$ cat config.mk
export PLATFORM = sky130hd
export DESIGN_NAME = music_ctrl_regs
export DESIGN_NICKNAME = d
export VERILOG_FILES = /design/src/rtl/music_ctrl_regs.sv
export SDC_FILE = /design/constraint.sdc
export NUM_CORES = 1
export LEC_CHECK = 0
export CORE_ASPECT_RATIO = 1.2
export CORE_MARGIN = 2
export CORE_UTILIZATION = 66
export DETAILED_ROUTE_END_ITERATION = 10
export GPL_TIMING_DRIVEN = 0
export PLACE_DENSITY_LB_ADDON = 0.08
export REMOVE_ABC_BUFFERS = 1
export SLEW_MARGIN = 10
export SYNTH_ARGS = -nofsm -noshare
export SYNTH_HDL_FRONTEND = slang
export SYNTH_SLANG_ARGS = --single-unit
$ cat constraint.sdc
create_clock -name clk -period 3.1 [get_ports clk]
set_input_delay 0.465 -clock clk [delete_from_list [all_inputs] [get_ports clk]]
set_output_delay 0.465 -clock clk [all_outputs]
set_load 0.1 [all_outputs]
$ cat src/rtl/music_ctrl_regs.sv
// Front-panel control registers: debounces seven push-buttons and turns presses
// and end-of-song pulses into persistent play/music/volume/speed/order state.
module music_ctrl_regs #(
   parameter int unsigned DEBOUNCE_CYC = 1_000_000,
   parameter int unsigned CNT_W        = 20
) (
   input  logic       clk,
   input  logic       rst_n,
   input  logic [6:0] key_n,
   input  logic       song_end,
   output logic       order_reg,
   output logic [1:0] music_reg,
   output logic [2:0] volume_reg,
   output logic [1:0] speed_reg,
   output logic       play_reg,
   output logic [6:0] key_pulse,
   output logic       restart
);

   localparam logic [CNT_W-1:0] CntMax = CNT_W'(DEBOUNCE_CYC - 1);

   logic [6:0]       sync1_q, sync2_q;
   logic [6:0]       stable_q, stable_d, stable_dly_q;
   logic [CNT_W-1:0] cnt_q [7];
   logic [CNT_W-1:0] cnt_d [7];
   logic [6:0]       key_pulse_q, key_pulse_d;

   logic       order_q, order_d;
   logic [1:0] music_q, music_d;
   logic [2:0] volume_q, volume_d;
   logic [1:0] speed_q, speed_d;
   logic       play_q, play_d;
   logic       restart_pend_q, restart_pend_d;
   logic       restart_q;
   logic       song_acc;

   function automatic logic [1:0] nextSong(input logic [1:0] m);
      return (m == 2'd3) ? 2'd1 : m + 2'd1;
   endfunction

   function automatic logic [1:0] prevSong(input logic [1:0] m);
      logic [1:0] r;
      case (m)
         2'd0:    r = 2'd3;
         2'd1:    r = 2'd3;
         2'd2:    r = 2'd1;
         default: r = 2'd2;
      endcase
      return r;
   endfunction

   // A differing synced level must persist for DEBOUNCE_CYC cycles to be accepted.
   always_comb begin
      stable_d = stable_q;
      for (int i = 0; i < 7; i++) begin
         cnt_d[i] = '0;
         if (sync2_q[i] != stable_q[i]) begin
            if (cnt_q[i] == CntMax) begin
               stable_d[i] = sync2_q[i];
            end else begin
               cnt_d[i] = cnt_q[i] + 1'b1;
            end
         end
      end
      key_pulse_d = stable_dly_q & ~stable_q;
   end

   always_comb begin
      order_d        = order_q;
      music_d        = music_q;
      volume_d       = volume_q;
      speed_d        = speed_q;
      play_d         = play_q;
      restart_pend_d = 1'b0;
      song_acc       = song_end && play_q && (music_q != 2'd0);

      // Music source priority: song_end, next, prev, then play-from-idle.
      if (song_acc) begin
         if (!order_q) begin
            music_d = nextSong(music_q);
         end else begin
            restart_pend_d = 1'b1;
         end
      end else if (key_pulse_q[1]) begin
         music_d = nextSong(music_q);
      end else if (key_pulse_q[2]) begin
         music_d = prevSong(music_q);
      end else if (key_pulse_q[0] && (music_q == 2'd0)) begin
         music_d = 2'd1;
         play_d  = 1'b1;
      end

      if (key_pulse_q[0] && (music_q != 2'd0)) begin
         play_d = ~play_q;
      end

      if (key_pulse_q[3] && !key_pulse_q[4] && (volume_q < 3'd5)) begin
         volume_d = volume_q + 3'd1;
      end else if (key_pulse_q[4] && !key_pulse_q[3] && (volume_q > 3'd1)) begin
         volume_d = volume_q - 3'd1;
      end

      if (key_pulse_q[5]) begin
         speed_d = (speed_q == 2'd2) ? 2'd0 : speed_q + 2'd1;
      end

      if (key_pulse_q[6]) begin
         order_d = ~order_q;
      end

      if (music_d != music_q) begin
         restart_pend_d = 1'b1;
      end
   end

   always_ff @(posedge clk or negedge rst_n) begin
      if (!rst_n) begin
         sync1_q        <= '1;
         sync2_q        <= '1;
         stable_q       <= '1;
         stable_dly_q   <= '1;
         key_pulse_q    <= '0;
         for (int i = 0; i < 7; i++) begin
            cnt_q[i] <= '0;
         end
         order_q        <= 1'b0;
         music_q        <= 2'd0;
         volume_q       <= 3'd1;
         speed_q        <= 2'd0;
         play_q         <= 1'b0;
         restart_pend_q <= 1'b0;
         restart_q      <= 1'b0;
      end else begin
         sync1_q        <= key_n;
         sync2_q        <= sync1_q;
         stable_q       <= stable_d;
         stable_dly_q   <= stable_q;
         key_pulse_q    <= key_pulse_d;
         for (int i = 0; i < 7; i++) begin
            cnt_q[i] <= cnt_d[i];
         end
         order_q        <= order_d;
         music_q        <= music_d;
         volume_q       <= volume_d;
         speed_q        <= speed_d;
         play_q         <= play_d;
         restart_pend_q <= restart_pend_d;
         restart_q      <= restart_pend_q;
      end
   end

   assign order_reg  = order_q;
   assign music_reg  = music_q;
   assign volume_reg = volume_q;
   assign speed_reg  = speed_q;
   assign play_reg   = play_q;
   assign key_pulse  = key_pulse_q;
   assign restart    = restart_q;

endmodule

==> reports/results.tsv <==
metric	value	unit
Final Cycle Share	85.0	%
Clock Path Buffers	2	
actual slew at the worst max-slew pin	0.981	ns
post-synthesis mux area share	1.18	%
M1 WL	6670	um
drt drc	0	
# IOs	27	
final WL	15100	um
drt first pass iters	4	
normalized max-slew margin	34.4	%
Placed Area	8900	sq um
fin crit period	2.64	ns
setup TNS	0	ns
Clock Pin Slew Worst Setup and Hold Paths	0.07	ns
total CTS buffers	17	
YS warnings	0	
number of synthesized flops with an enable pin	0	
Clock Tree Root	clkbuf_16	
Async SR Flop Fraction	100	%
Die Area	13800	sq um
Synth Area in Compound Gates	1.27	%
grt total ovfl	0	
htree depth	4	
switching power share of the total	21.0	%
Finished Layout Cells	1021	
Worst path max stage delay	1.15	ns
crit path cell chain	clkdlybuf4s50_1	
largest register by flop count	cnt_q	
status	complete, no violations	
Top Family by Delay on Critical Path	buffers and inverters	
Yosys cell types	47	
vias in the first global route	5911	
critical path buffer and inverter count	1	
final setup fails	0	
Worst Clk Skew	0.00676	ns
Inserted Diodes	0	
Via density	5.67	
overall routing resource usage	24.1	%
crit start category	flip-flop	
VDD IR max	0.454	mV
mapped cell area	8480	sq um
Clock Latency Late Sink	0.43	ns
DP Wirelength	9880	um
adder-cell share of the synthesized area	2.07	%
core area	12600	sq um
largest net degree at the start of global routing	121	
Fmax	379	MHz
RePlAce Congestion	0.798	
post-CTS setup buffers	0	
Pins Over Slew Limit	0	
layout cells sized above 1	10.3	%
Avg Synthesized Cell Area	10.4	sq um
Avg WL per Cell	14.8	um
P_leak	4.16	nW
WL met2	7750	um
worst-path maximum fanout	6	
hold slack	0.356	ns
Int Pwr	3.94	mW
MaxCap Viol Count	0	
Worst Hold Class	reg2reg	
Comb power frac	2.8	%
Net Switching	1.05	mW
design area	9560	sq um
kind of critical path	reg2out	
Simple-Gate Fraction of Synth Area	24.3	%
final hold viol count	0	
Yosys reg bits	186	
CP max stage cell	clkdlybuf4s50_1	
Die Ht	128	um
CTS tree	done	
Critical Path AT	2.17	ns
top sig layer	met4	
PortBufs	26	
# rows	45	
Pwr Density	523	nW/um^2
sequential fraction of the synthesis area	55.3	%
Clk pwr share	47.2	%
crit end category	output pin	
Pwr Total	4.99	mW
max FFs per register	140	
Layout Nets	868	
Initial Utilization	67.2	%
dpl cells	988	
RSZ-0062 raised after global routing	no	
Critical Path RT	2.63	ns
Routed met3 length	420	um
initial antenna violation count	0	
Primary FF master, synth	dfrtp_1	
initial DRC count	286	
XOR/XNOR Fraction of Synth Area	14.3	%
Flop pwr share	50.0	%
first-pass GRT wire length	26500	um
post-route ant nets	0	
largest family of logic cells by synthesized area	simple AND/OR/NAND/NOR gates	
post-CTS sizing	0	
post-synthesis cell count	812	
die width	107	um
Via Count	5785	
synthesis-to-layout area growth	12.8	%
Clock Sinks	186	
## worst register-to-register path, cell delays in order (launching register included)
cell and delay, ns:
dfrtp_1 0.39, ha_1 0.23, nand2_1 0.09, nor2_2 0.30, nand4_1 0.24, nand2_1 0.53, nor2_1 0.13
## through the flow
step | util (%) | setup WS [ns]
2_1_floorplan | - | 0.766
6_report | 75.8 | 0.464
3_3_place_gp | 70.3 | -5.55
5_1_grt | 75.8 | 0.421
3_5_place_dp | 70.5 | 0.915
4_1_cts | 75.8 | 0.447
## layer usage
metal,vias to the layer above,global-route usage (%)
met5,-,0
met4,0,10.1
li1,2807,-
met1,2871,31.2
met3,18,4.83
met2,89,40.1
## repair_timing
| action | CTS | global route |
|---|---|---|
| hold buffers | 1 | 0 |
| hold endpoints to repair | 54 | 0 |
| setup endpoints to repair | 0 | 0 |
## kinds of logic (layout without fill, tap and decap cells)
family | after synthesis | after routing
AO/OA/AOI/OAI | 16 | 16
XOR/XNOR | 138 | 138
adder cells (fa/ha/maj) | 14 | 14
buffers and inverters | 30 | 75
flip-flops | 186 | 186
multiplexers | 9 | 9
AND/OR/NAND/NOR | 419 | 419
## path summary, 6_finish.rpt
| kind | from | to | slack, ns | depth (start not counted) |
|---|---|---|---|---|
| max reg2reg | cnt_q[40] | cnt_q[58] | 1.04 | 6 |
| min | sync1_q[0] | sync2_q[0] | 0.36 | 0 |
| min reg2reg | sync1_q[0] | sync2_q[0] | 0.36 | 0 |
| max | volume_reg[0] | volume_reg[0] | 0.46 | 1 |
| max in group asynchronous | rst_n | cnt_q[34] | 1.61 | 3 |
| min in group asynchronous | rst_n | cnt_q[133] | 0.57 | 2 |
## cell type report
class / instances / area [sq um]
fill: 868 / 3050
clock buffer: 18 / 429
timing repair buffer: 28 / 303
sequential: 186 / 4690
inverter: 15 / 56.3
multi-input combinational: 596 / 3650
tap: 164 / 205
clock inverter: 14 / 223
## power groups by stage
stage	sequential, mW	clock (mW)	combinational [mW]
floorplan	2.53	0	0.0612
global route	2.50	2.49	0.164
detailed placement	2.54	0	0.142
global placement	2.54	0	0.131
CTS	2.50	2.40	0.143
finish	2.50	2.36	0.138
## synthesized netlist by cell type (7+ instances only)
cell type / count / area share, %
clkbuf_1: 7 / 0.31
xnor2_1: 51 / 5.3
inv_1: 15 / 0.66
ha_1: 14 / 2.1
and3_1: 26 / 1.9
nand4_1: 37 / 2.7
dfstp_2: 29 / 9.0
mux2_2: 8 / 1.1
nand3_1: 56 / 3.3
or2_2: 8 / 0.59
nor2b_1: 9 / 0.66
xor2_1: 87 / 9.0
nand2_1: 56 / 2.5
nor3_1: 26 / 1.5
nor4_1: 12 / 0.89
dfrtp_1: 157 / 46
nor2_1: 156 / 6.9
## layout by cell type (no fill, tap or decap), drive strengths merged, types with 2 or more instances in the layout
cell type      Yosys  layout
buf                8       2
mux2               8       8
bufinv             0       5
o21ai              6       6
clkinvlp           0       2
xnor2             51      51
nand3b             2       2
a21oi              3       3
nor4bb             2       2
ha                14      14
nor3              27      27
and3              27      27
or2                9       9
nand3             56      56
dfrtp            157     157
nand2             57      57
clkbuf             7      18
nor4              12      12
dfstp             29      29
nand4b             3       3
nor4b              5       5
a211o              2       2
inv               15      15
nor2             158     158
clkdlybuf4s50      0      25
and4               7       7
clkinv             0       7
nor2b              9       9
and2               2       2
xor2              87      87
nand4             38      38
Note: power is estimated with default switching activity, not from simulation.
